$ cat src/rtl/multi_timer.sv
// multi_timer: CHANNELS independent down-counting timers sharing one
// free-running prescaler, behind a byte-wide memory-mapped CPU port.
//
// Optional feature macro: MULTI_TIMER_CASCADE_EN
//   When defined, ctrl bit4 (CASC) exists on channels 1..CHANNELS-1. A channel
//   with CASC=1 steps on the expiry pulse of the channel below it instead of
//   on the prescaler tick. When undefined, bit4 reads 0 and writes to it are
//   ignored.
//
// Ports:
//   clk      system clock
//   reset_n  asynchronous active-low reset
//   addr     register address (CPU address low byte)
//   wr       single-cycle write strobe (chip select applied upstream)
//   rd       single-cycle read strobe (chip select applied upstream)
//   din      write data
//   dout     read data, combinational from addr
//   irq_n    registered active-low interrupt request
//   tick     one-cycle pulse at every prescaler wrap
//
// Bus protocol: wr and rd are one-cycle strobes with no handshake. A write
// takes effect at the clock edge that ends the strobe cycle. dout always
// reflects addr; rd only matters at +4, where it captures the snapshot.
//
// Register map (channel c at c*16):
//   +0..+3 reload bytes (LE, RW)   +4 live count[7:0] (rd -> snapshot)
//   +5..+7 snapshot bytes 1..3     +8 ctrl {CASC,RESTART,IE,AUTO,EN}
//   0x80 STATUS (pending, W1C)     0x81 IRQMASK (pending & IE, RO)
module multi_timer #(
    parameter int CHANNELS   = 4,
    parameter int WIDTH      = 16,
    parameter int PRESCALE   = 24000,
    parameter int PRESCALE_W = 15
) (
    input  logic       clk,
    input  logic       reset_n,
    input  logic [7:0] addr,
    input  logic       wr,
    input  logic       rd,
    input  logic [7:0] din,
    output logic [7:0] dout,
    output logic       irq_n,
    output logic       tick
);

    typedef enum logic {
        IDLE = 1'b0,
        RUN  = 1'b1
    } chan_state_t;

    localparam logic [PRESCALE_W-1:0] PRE_LAST = PRESCALE_W'(PRESCALE - 1);

    logic [PRESCALE_W-1:0] pre_cnt;

    // Channel state; the FSM state doubles as the EN bit of ctrl.
    chan_state_t         state      [CHANNELS];
    chan_state_t         state_nxt  [CHANNELS];
    logic [WIDTH-1:0]    reload     [CHANNELS];
    logic [WIDTH-1:0]    reload_nxt [CHANNELS];
    logic [WIDTH-1:0]    count      [CHANNELS];
    logic [WIDTH-1:0]    count_nxt  [CHANNELS];
    logic [WIDTH-1:0]    snap       [CHANNELS];
    logic [WIDTH-1:0]    snap_nxt   [CHANNELS];
    logic [CHANNELS-1:0] auto_mode;
    logic [CHANNELS-1:0] auto_nxt;
    logic [CHANNELS-1:0] ie;
    logic [CHANNELS-1:0] ie_nxt;
    logic [CHANNELS-1:0] pending;
    logic [CHANNELS-1:0] pending_nxt;
`ifdef MULTI_TIMER_CASCADE_EN
    logic [CHANNELS-1:0] casc;
    logic [CHANNELS-1:0] casc_nxt;
`endif

    // ------------------------------------------------------------------
    // Prescaler: tick is registered from the terminal count, so it is high
    // in exactly the cycle the counter shows 0 again.
    // ------------------------------------------------------------------
    always_ff @(posedge clk or negedge reset_n) begin
        if (!reset_n) begin
            pre_cnt <= '0;
            tick    <= 1'b0;
        end else begin
            tick <= (pre_cnt == PRE_LAST);
            if (pre_cnt == PRE_LAST) begin
                pre_cnt <= '0;
            end else begin
                pre_cnt <= pre_cnt + PRESCALE_W'(1);
            end
        end
    end

    // ------------------------------------------------------------------
    // Channel next-state logic. Channels are evaluated in ascending order so
    // that a cascaded channel can see the expiry of the one below it within
    // the same cycle.
    // ------------------------------------------------------------------
    always_comb begin
        logic        sel;
        logic        ctrl_wr;
        logic        step;
        logic [31:0] rl_ext;
`ifdef MULTI_TIMER_CASCADE_EN
        logic        expire;
        logic        prev_exp;
        prev_exp = 1'b0;
        casc_nxt = casc;
`endif
        auto_nxt    = auto_mode;
        ie_nxt      = ie;
        pending_nxt = pending;
        // W1C first; an expiry below sets the bit again, so set wins.
        if (wr && addr == 8'h80) begin
            pending_nxt = pending & ~din[CHANNELS-1:0];
        end
        for (int c = 0; c < CHANNELS; c++) begin
            state_nxt[c]  = state[c];
            reload_nxt[c] = reload[c];
            count_nxt[c]  = count[c];
            snap_nxt[c]   = snap[c];
            sel     = !addr[7] && (addr[6:4] == 3'(c));
            ctrl_wr = wr && sel && (addr[3:0] == 4'h8);
            step    = tick;
`ifdef MULTI_TIMER_CASCADE_EN
            expire = 1'b0;
            if (casc[c]) begin
                step = prev_exp;
            end
`endif
            // Reload bytes: widen, patch one byte, truncate back so that
            // bits at or above WIDTH are silently dropped.
            rl_ext = 32'(reload[c]);
            if (wr && sel && addr[3:2] == 2'b00) begin
                rl_ext[{addr[1:0], 3'b000} +: 8] = din;
                reload_nxt[c] = rl_ext[WIDTH-1:0];
            end
            if (rd && sel && addr[3:0] == 4'h4) begin
                snap_nxt[c] = count[c];
            end

            // A ctrl write pre-empts any step arriving in the same cycle.
            if (ctrl_wr) begin
                state_nxt[c] = din[0] ? RUN : IDLE;
                auto_nxt[c]  = din[1];
                ie_nxt[c]    = din[2];
`ifdef MULTI_TIMER_CASCADE_EN
                casc_nxt[c]  = (c != 0) && din[4];
`endif
                if ((state[c] == IDLE && din[0]) || din[3]) begin
                    count_nxt[c] = reload[c];
                end
            end else if (state[c] == RUN && step) begin
                if (count[c] == '0) begin
`ifdef MULTI_TIMER_CASCADE_EN
                    expire = 1'b1;
`endif
                    pending_nxt[c] = 1'b1;
                    if (auto_mode[c]) begin
                        count_nxt[c] = reload[c];
                    end else begin
                        state_nxt[c] = IDLE;
                    end
                end else begin
                    count_nxt[c] = count[c] - WIDTH'(1);
                end
            end
`ifdef MULTI_TIMER_CASCADE_EN
            prev_exp = expire;
`endif
        end
    end

    always_ff @(posedge clk or negedge reset_n) begin
        if (!reset_n) begin
            for (int c = 0; c < CHANNELS; c++) begin
                state[c]  <= IDLE;
                reload[c] <= '0;
                count[c]  <= '0;
                snap[c]   <= '0;
            end
            auto_mode <= '0;
            ie        <= '0;
            pending   <= '0;
`ifdef MULTI_TIMER_CASCADE_EN
            casc      <= '0;
`endif
        end else begin
            for (int c = 0; c < CHANNELS; c++) begin
                state[c]  <= state_nxt[c];
                reload[c] <= reload_nxt[c];
                count[c]  <= count_nxt[c];
                snap[c]   <= snap_nxt[c];
            end
            auto_mode <= auto_nxt;
            ie        <= ie_nxt;
            pending   <= pending_nxt;
`ifdef MULTI_TIMER_CASCADE_EN
            casc      <= casc_nxt;
`endif
        end
    end

    // Interrupt: one register stage after pending/IE.
    always_ff @(posedge clk or negedge reset_n) begin
        if (!reset_n) begin
            irq_n <= 1'b1;
        end else begin
            irq_n <= ~|(pending & ie);
        end
    end

    // ------------------------------------------------------------------
    // Read mux
    // ------------------------------------------------------------------
    always_comb begin
        logic [31:0] rd_rl;
        logic [31:0] rd_sn;
        logic        casc_bit;
        dout  = 8'h00;
        rd_rl = '0;
        rd_sn = '0;
        casc_bit = 1'b0;
        if (addr == 8'h80) begin
            dout = 8'(pending);
        end else if (addr == 8'h81) begin
            dout = 8'(pending & ie);
        end else if (!addr[7]) begin
            for (int c = 0; c < CHANNELS; c++) begin
                if (addr[6:4] == 3'(c)) begin
                    rd_rl = 32'(reload[c]);
                    rd_sn = 32'(snap[c]);
`ifdef MULTI_TIMER_CASCADE_EN
                    casc_bit = casc[c];
`endif
                    case (addr[3:0])
                        4'h0, 4'h1, 4'h2, 4'h3: dout = rd_rl[{addr[1:0], 3'b000} +: 8];
                        4'h4:                   dout = count[c][7:0];
                        4'h5, 4'h6, 4'h7:       dout = rd_sn[{addr[1:0], 3'b000} +: 8];
                        4'h8:                   dout = {3'b000, casc_bit, 1'b0, ie[c],
                                                        auto_mode[c], state[c] == RUN};
                        default:                dout = 8'h00;
                    endcase
                end
            end
        end
    end

endmodule

$ cat config.mk
export PLATFORM = sky130hd
export DESIGN_NAME = multi_timer
export DESIGN_NICKNAME = d
export VERILOG_FILES = /design/src/rtl/multi_timer.sv
export SDC_FILE = /design/constraint.sdc
export NUM_CORES = 1
export LEC_CHECK = 0
export ABC_AREA = 1
export BUFFER_PORTS_ARGS = -buffer_cell sky130_fd_sc_hd__buf_2
export CORE_ASPECT_RATIO = 0.8
export CORE_MARGIN = 2
export CORE_UTILIZATION = 40
export DETAILED_ROUTE_END_ITERATION = 7
export PLACE_DENSITY = 0.53
export SYNTH_ARGS = -nofsm -noshare
export SYNTH_HDL_FRONTEND = slang
export SYNTH_SLANG_ARGS = --single-unit
export TNS_END_PERCENT = 100
$ cat constraint.sdc
create_clock -name clk -period 3.8 [get_ports clk]
set_clock_uncertainty 0.05 [all_clocks]
set_input_delay 0.76 -clock clk [delete_from_list [all_inputs] [get_ports clk]]
set_output_delay 0.76 -clock clk [all_outputs]
set_load 0.01 [all_outputs]
==> impl_metrics.yaml, run 1 <==
placement:
  placed_cell_area_um2: 13300
  place.gp.congestion: 0.960
  dpl.hpwl_um: 32000
  portBuffers: 29
  place_inst: 2090
  dp_slack_ns: 0.0633
detailed_routing:
  totalWireLength_um: 42500
  drt-pass1-iter-count: 6
  routed_via_density: 5.45
  ant_nets: 0
  wl_per_cell_um: 19.9
  drc: 0
  vias: 11600
  dr.first_iter.drc_count: 1269
setup_path:
  required_ns: 2.99
  endpoint_kind: "output port"
  max_stage_delay_ns: 0.22
  cpLargestDelayFamily: "buffers and inverters"
  arrival_ns: 2.89
  crit_chain: "buf_2 > inv_1 > buf_4 > ha_1 > inv_1 > nor2_1 > a21oi_1 > nor2_2 > buf_12 > buf_4 > nand2_1 > o211ai_1 > nand3_1 > a21oi_1 > buf_2"
  path_class: "in -> out"
  crit_buf_inv: 7
  critical_path_peak_fanout: 16
  cp-start-kind: "input port"
  crit_slowest_cell: "ha_1"
clock_network:
  cts_hold_buf: 0
  tritoncts: "yes"
  clk_latency_ns: 0.55
  cts.reportedPaths.clkPinSlew_ns: 0.06
  post_cts_buffers: 0
  htree_levels: 1
  cts_buffers: 25
  clockBufferDepth: 3
  cts_root_buf: "clkbuf_16"
  cts.sinks: 225
  cts-resized-gates: 0
logic_synthesis:
  synth_top_family_by_area: "simple AND/OR/NAND/NOR gates"
  synth_fa_ha_area_frac: 0.0151
  yosysSeqAreaShare: 0.454
  syn-num-nets: 1691
  synthCells: 1656
  synthMuxAreaShare: 0.00454
  syn-cell-area_um2: 12400
  yosys.area_share.simple: 0.228
  post_synth.cell_area_avg_um2: 7.49
  synth_compound_area_frac: 0.198
  ys_types: 48
  synth_xor_area_frac: 0.0198
  synth_seq_cells: 225
  yosys_warnings: 0
sta:
  slew_headroom: 0.356
  min_period_over_period: 0.974
  tightest_slew_ns: 0.965
  rsz0062_at_grt: "true"
  post-route-min-period_ns: 3.70
  hold_ws_ns: 0.181
  max_freq_mhz: 270
  hold_viol: 0
  setup_violations: 0
  fin_ws_ns: 0.0976
  slew_viol_final: 0
pwr:
  p_leak_uw: 0.00646
  power.total_uw: 5440
  ir_worst_vdd_v: 0.000309
  p_per_area_nw_per_um2: 383
layout:
  fin_area_um2: 14200
  drive_gt1_frac: 0.110
  fillers: 3058
  final_cells: 2138
  nNetsFinal: 1740
  final_common_cell: "nand2_1"
  layout_common_cells: "nand2_1, o21ai_0, dfrtp_1"
  syn_to_final_growth_pct: 14.5
floorplanning:
  rows: 57
  io_pins: 30
  initial_core_util: 0.407
  die_h_um: 161
  dieArea_um2: 32400
  die_x_um: 201
  core_region_area_um2: 30500
run:
  maxCapViolCount: 0
grt:
  grt_pass1_wl_um: 65600
  antenna_found_initial: 1
  grt_max_degree: 87
  grt_pass1_vias: 10700
  globalRouteTotalUtil: 0.265
  gr-total-overflow: 0
min_path:
  hp-class: "in -> async"
outcome:
  status: "completed"
==> kinds of logic after synthesis <==
group | Yosys count
simple gates | 685
compound gates | 450
buf+inv | 248
flops | 225
xor+xnor | 28
fa+ha+maj | 15
mux | 5
==> registers in the layout (all words and copies together), names as in the netlist <==
signal	cells
pending	4
snap	64
reload	64
auto_mode	4
count	64
tick	1
state	4
ie	4
pre_cnt	15
irq_n	1
==> cell usage after synthesis, drive strengths merged <==
library cell  count  area (µm²)
dfrtp           224        5610
xnor2             3        26.3
nand4            14        87.6
clkinv            2        7.51
clkbuf           44         165
and2              1        6.26
o221a             1        11.3
xor2             25         219
a221oi            6        52.6
ha               15         188
a22o              2        17.5
o311ai            2        17.5
o21ai           304        1520
buf              24         149
a2bb2oi           1        8.76
nor2            156         628
o22ai            26         175
nand3            75         408
nor3b             1        7.51
mux2              5        56.3
a22oi             1        7.51
a21oi            66         330
a31oi             5        31.3
inv             178         673
o211ai           23         183
o31ai             9        67.6
o21a              1        8.76
nand2           420        1600
o22a              1        8.76
a21boi            2        15.0
nor3             16        80.1
nor4              2        12.5
dfstp             1        26.3
==> area by class of cell <==
type / count / area, µm² / area share
tap: 413 / 517 / 0.0364
inverter: 180 / 684 / 0.0482
antenna: 1 / 2.50 / 0.000176
timing repair buffer: 90 / 743 / 0.0524
clock buffer: 32 / 702 / 0.0495
sequential: 225 / 5630 / 0.397
clock inverter: 14 / 114 / 0.00802
multi-input combinational: 1183 / 5800 / 0.409
==> routing by layer <==
layer | global-route usage | vias up | wire [µm]
li1 | - | 5586 | -
met2 | 0.358 | 477 | 16500
met1 | 0.411 | 5511 | 20700
met5 | 0 | - | 0
met4 | 0.0623 | 0 | 1010
met3 | 0.0769 | 72 | 4270
==> path summary, 6_finish.rpt <==
| kind | start | endpoint | slack (ns) | cells after the start |
|---|---|---|---|---|
| min in group clk | pre_cnt[0] | pre_cnt[0] | 0.42 | 1 |
| min | reset_n | snap[40] | 0.18 | 1 |
| max reg2reg | count[48] | count[58] | 1.23 | 11 |
| max | addr[1] | dout[5] | 0.1 | 15 |
| max in group asynchronous | reset_n | irq_n | 2.61 | 2 |
| min reg2reg | pre_cnt[0] | pre_cnt[0] | 0.42 | 1 |
==> power breakdown <==
| group | switching [µW] | total (µW) | internal (µW) |
|---|---|---|---|
| Combinational | 331 | 491 | 160 |
| Clock | 1050 | 2430 | 1380 |
| Sequential | 54.3 | 2510 | 2460 |
==> metrics by stage <==
step | util | setup TNS (ns)
6_report | 0.466 | 0
5_1_grt | 0.466 | -0.00161
4_1_cts | 0.464 | 0
3_5_place_dp | 0.437 | 0
3_3_place_gp | 0.437 | 0
2_1_floorplan | - | 0
(Power assumes the default switching activity.)
==> inputs of run 2 (changes only) <==
--- a/config.mk
+++ b/config.mk
@@ -8,7 +8,6 @@
 export ABC_AREA = 1
 export BUFFER_PORTS_ARGS = -buffer_cell sky130_fd_sc_hd__buf_2
 export CORE_ASPECT_RATIO = 0.8
-export CORE_MARGIN = 2
 export CORE_UTILIZATION = 40
 export DETAILED_ROUTE_END_ITERATION = 7
 export PLACE_DENSITY = 0.53
==> constraint.sdc (replaced) <==
create_clock -name clk -period 4.25 [get_ports clk]
set_clock_uncertainty 0.05 [all_clocks]
set_input_delay 0.85 -clock clk [delete_from_list [all_inputs] [get_ports clk]]
set_output_delay 0.85 -clock clk [all_outputs]
set_load 0.01 [all_outputs]
==> impl_metrics.yaml, run 2 (same netlist as run 1, synthesis figures left out) <==
outcome:
  status: "completed"
clock_network:
  cts_hold_buf: 0
  cts.reportedPaths.clkPinSlew_ns: 0.06
  cts.sinks: 225
  cts_root_buf: "clkbuf_16"
  cts_buffers: 26
  htree_levels: 1
  clk_latency_ns: 0.55
  tritoncts: "yes"
  clockBufferDepth: 3
sta:
  max_freq_mhz: 247
  slew_headroom: 0.333
  tightest_slew_ns: 1.00
  hold_ws_ns: 0.231
  min_period_over_period: 0.954
  hold_viol: 0
  slew_viol_final: 0
  setup_violations: 0
  fin_ws_ns: 0.195
  post-route-min-period_ns: 4.06
floorplanning:
  rows: 57
  die_x_um: 199
  initial_core_util: 0.407
  io_pins: 30
  die_h_um: 159
  dieArea_um2: 31700
  core_region_area_um2: 30500
pwr:
  p_per_area_nw_per_um2: 373
  p_int_uw: 3970
  combPwrFrac: 0.082
  swShare: 0.244
  p_seq_frac: 0.428
  p_leak_uw: 0.00637
  switchingPower_uw: 1280
  pwr-share-clk: 0.491
  ir_worst_vdd_v: 0.000280
setup_path:
  worst-r2r-cell-count: 9
  r2r-start: "count[16]"
  cp-start-kind: "input port"
  reg2reg_slack_ns: 1.59
  r2r-end: "count[19]"
  required_ns: 3.35
  critical_path_peak_fanout: 10
  endpoint_kind: "output port"
  arrival_ns: 3.16
  path_class: "in -> out"
layout:
  reg.largest.list: "count x64, reload x64, snap x64"
  fillers: 3103
  syn_to_final_growth_pct: 13.5
  nNetsFinal: 1710
  layout_common_cells: "nand2_1, o21ai_0, dfrtp_1"
  final_common_cell: "nand2_1"
  drive_gt1_frac: 0.0892
detailed_routing:
  drc: 0
  dr.first_iter.drc_count: 1128
  ant_nets: 0
  routed_via_density: 5.42
  vias: 11400
  drt-pass1-iter-count: 5
  wl_per_cell_um: 19.7
  totalWireLength_um: 41500
placement:
  place.gp.congestion: 0.926
  dp_slack_ns: 0.120
  portBuffers: 29
  dpl.hpwl_um: 29500
min_path:
  hp-class: "in -> async"
grt:
  antenna_found_initial: 1
  globalRouteTotalUtil: 0.266
  grt_pass1_wl_um: 64400
  gr-total-overflow: 0
  grt_max_degree: 89
  grt_pass1_vias: 10700
run:
  maxCapViolCount: 0
## run 2: area by class of cell
class	instances	area, µm²	area share
diodes	1	2.50	0.000178
clock buffers	34	742	0.0527
clock inverters	11	230	0.0164
inverters	180	684	0.0487
multi-input cells	1183	5770	0.410
flip-flops and latches	225	5630	0.400
well taps	413	517	0.0367
repair buffers	59	485	0.0345
## run 2: worst max path at each step
stage                        from  endpoint  slack (ns)  cells past startpoint
after global routing      addr[0]   dout[6]       -0.04                     15
after detailed placement  addr[0]   dout[6]        0.12                     15
final                     addr[0]   dout[4]        0.19                     17
after floorplan           addr[0]   dout[4]        0.62                     15
after global placement    addr[0]   dout[6]        0.13                     15
after CTS                 addr[0]   dout[6]        0.12                     15
## run 2: power by group through the flow
| stage | Sequential (µW) | Clock, µW | Combinational, µW |
|---|---|---|---|
| global route | 2250 | 2690 | 481 |
| finish | 2240 | 2580 | 429 |
| CTS | 2240 | 2620 | 414 |
| detailed placement | 2280 | 0 | 413 |
| global placement | 2280 | 0 | 411 |
| floorplan | 2270 | 0 | 232 |
## run 2: what timing repair did
item / in CTS / in global routing
endpoints found under the setup margin: 0 / 5
buffers inserted: 0 / 1
resized for setup: 0 / 3
## run 2: critical path, cell delays in order
cell and delay, ns:
buf_2 0.20, clkinv_1 0.17, ha_1 0.22, inv_1 0.05, nand2_1 0.07, nand2_2 0.22
clkinvlp_4 0.21, buf_12 0.18, buf_4 0.13, nor2_1 0.07, o21ai_0 0.10, buf_4 0.16
nand2_1 0.05, o211ai_1 0.09, nand3_1 0.15, a21oi_1 0.08, buf_2 0.14
## run 2: per-stage QoR
step | setup TNS [ns] | power (µW) | area (µm²) | instances | utilization
2_1_floorplan | 0 | 2500 | 12400 | 1656 | -
3_3_place_gp | 0 | 2690 | 13000 | 2057 | 0.427
3_5_place_dp | 0 | 2690 | 13000 | 2057 | 0.427
4_1_cts | 0 | 5280 | 14000 | 2102 | 0.459
5_1_grt | -0.0461 | 5420 | 14100 | 2105 | 0.462
6_report | 0 | 5250 | 14100 | 2106 | 0.462
## run 2: routing by layer
layer | vias to the layer above | part of all wire | GRT usage
met1 | 5420 | 0.49 | 0.417
met4 | 0 | 0.020 | 0.0577
met3 | 54 | 0.087 | 0.0595
met2 | 443 | 0.40 | 0.366
met5 | - | 0 | 0
li1 | 5500 | - | -
==> inputs of run 3 (changes only) <==
--- a/config.mk
+++ b/config.mk
@@ -8,9 +8,11 @@
 export ABC_AREA = 1
 export BUFFER_PORTS_ARGS = -buffer_cell sky130_fd_sc_hd__buf_2
 export CORE_ASPECT_RATIO = 0.8
-export CORE_UTILIZATION = 40
+export CORE_MARGIN = 2
+export CORE_UTILIZATION = 60
 export DETAILED_ROUTE_END_ITERATION = 7
-export PLACE_DENSITY = 0.53
+export PLACE_DENSITY = 0.75
+export RECOVER_POWER = 50
 export SYNTH_ARGS = -nofsm -noshare
 export SYNTH_HDL_FRONTEND = slang
 export SYNTH_SLANG_ARGS = --single-unit
==> impl_metrics.yaml, run 3 (same netlist as run 1, synthesis figures left out) <==
run:
  maxCapViolCount: 1
floorplanning:
  dieArea_um2: 21800
  die_x_um: 165
  initial_core_util: 0.606
  rows: 47
  core_region_area_um2: 20500
  io_pins: 30
  die_h_um: 133
sta:
  slew_viol_final: 106
  max_freq_mhz: 250
  fin_ws_ns: 0.244
  slew_headroom: -0.813
  hold_viol: 0
  tightest_slew_ns: 2.72
  finalSetupTns_ns: 0
  min_period_over_period: 0.943
  setup_violations: 0
  post-route-min-period_ns: 4.01
  rsz0062_at_grt: "false"
setup_path:
  cpLargestDelayFamily: "buffers and inverters"
  path_common_cell: "nand2_1"
  required_ns: 3.35
  max_stage_delay_ns: 0.22
  crit_buf_inv: 5
  cp-start-kind: "input port"
  endpoint_kind: "output port"
  crit_slowest_cell: "buf_4"
  path_class: "in -> out"
  critical_path_peak_fanout: 27
  crit_chain: "buf_2 > inv_1 > ha_1 > nor2_1 > nand2_1 > buf_4 > a21oi_1 > nor2_2 > buf_12 > nand2_1 > nand2_1 > nand2_1 > nand2_1 > nand2_1 > nand2_1 > nand2_1 > a21oi_1 > buf_2"
  arrival_ns: 3.11
clock_network:
  cts_buffers: 24
  cts.sinks: 225
  cts.reportedPaths.clkPinSlew_ns: 0.06
  clockBufferDepth: 3
  htree_levels: 1
  cts-resized-gates: 0
  cts_hold_buf: 0
  tritoncts: "yes"
  post_cts_buffers: 0
  cts_root_buf: "clkbuf_16"
  clk_latency_ns: 0.53
pwr:
  p_seq_frac: 0.467
  p_int_uw: 3580
  pwr-share-clk: 0.449
  p_leak_uw: 0.00624
  p_per_area_nw_per_um2: 354
  combPwrFrac: 0.085
  swShare: 0.256
  switchingPower_uw: 1230
  ir_worst_vdd_v: 0.000428
placement:
  portBuffers: 29
  dp_slack_ns: 0.337
  dpl.hpwl_um: 26900
  place_inst: 1911
  place.gp.congestion: 0.965
  placed_cell_area_um2: 12800
detailed_routing:
  top_layer: "met5"
  totalWireLength_um: 37600
  wl_per_cell_um: 19.3
  ant_nets: 0
  dr_wl_met2_um: 15900
  drc: 0
  dr.first_iter.drc_count: 1639
  vias: 11700
  wirelength_met1_um: 16400
  wl_met3_um: 3880
  drt-pass1-iter-count: 6
  routed_via_density: 6.02
layout:
  reg.largest.list: "count x64, reload x64, snap x64"
  syn_to_final_growth_pct: 9.83
  drive_gt1_frac: 0.0838
  diodes: 0
  fin_area_um2: 13600
  final_cells: 1952
  nNetsFinal: 1703
  layout_common_cells: "nand2_1, o21ai_0, dfrtp_1"
  final_common_cell: "nand2_1"
grt:
  antenna_found_initial: 1
  grt_pass1_wl_um: 59700
  grt_pass1_vias: 10800
  globalRouteTotalUtil: 0.352
  grt_max_degree: 107
  gr-total-overflow: 0
min_path:
  hp-class: "reg -> reg"
outcome:
  violations: "max-capacitance violations, max-slew violations"
  status: "complete, but fails checks"
[run 3: cell count changes in the layout (fill, tap and decap cells not counted)]
cell       previous run  this run
buf_4                23        17
bufinv_16             7         1
clkbuf_16            29        25
clkbuf_8              4         8
clkbuf_2              0         2
buf_12                4         5
buf_16                1         0
buf_8                 1         0
clkinv_1              1         2
diode_2               1         0
inv_8                 0         1
o21ai_0             244       245
o21ai_1              60        59
[run 3: final cells by class]
class | count | area (µm²)
Fill cell | 1793 | 6850
Multi-Input combinational cell | 1183 | 5770
Sequential cell | 225 | 5630
Clock buffer | 34 | 739
Inverter | 180 | 681
Timing Repair Buffer | 54 | 385
Tap cell | 269 | 337
Clock inverter | 7 | 68.8
[run 3: final timing paths]
| kind | start | end | slack (ns) | depth (start not counted) |
|---|---|---|---|---|
| setup / recovery | addr[1] | dout[0] | 0.24 | 18 |
| hold / removal | pre_cnt[0] | pre_cnt[0] | 0.41 | 1 |
| setup reg to reg | count[48] | count[58] | 1.79 | 11 |
| max in group asynchronous | reset_n | state[0] | 0.99 | 2 |
| hold reg to reg | pre_cnt[0] | pre_cnt[0] | 0.41 | 1 |
| min in group asynchronous | reset_n | count[44] | 1.12 | 1 |
[run 3: worst reg2reg max path, stage by stage (launching register included)]
cell,delay (ns)
dfrtp_1,0.38
inv_1,0.21
ha_1,0.22
nand2_1,0.06
nor3_1,0.12
and2_0,0.14
nand2_1,0.14
nand2_2,0.35
inv_2,0.27
nand3_1,0.13
o21ai_1,0.07
a22o_1,0.22
[run 3: metal layers]
metal | GRT usage | vias to the layer above
li1 | - | 5492
met1 | 0.526 | 5539
met2 | 0.517 | 598
met3 | 0.0702 | 112
met4 | 0.111 | 2
met5 | 0 | -
[run 3: per-stage QoR]
stage	total power (µW)	utilization	hold WS, ns
3_3_place_gp	2670	0.627	0.398
5_1_grt	4960	0.665	0.448
3_5_place_dp	2680	0.627	0.401
2_1_floorplan	2500	-	0.383
4_1_cts	4820	0.666	0.355
6_report	4810	0.665	0.407
[run 3: power groups by stage]
stage	clock network [µW]	logic [µW]	registers [µW]
floorplan	0	232	2270
global placement	0	392	2280
detailed placement	0	399	2280
CTS	2180	401	2240
global route	2260	453	2250
finish	2160	407	2250
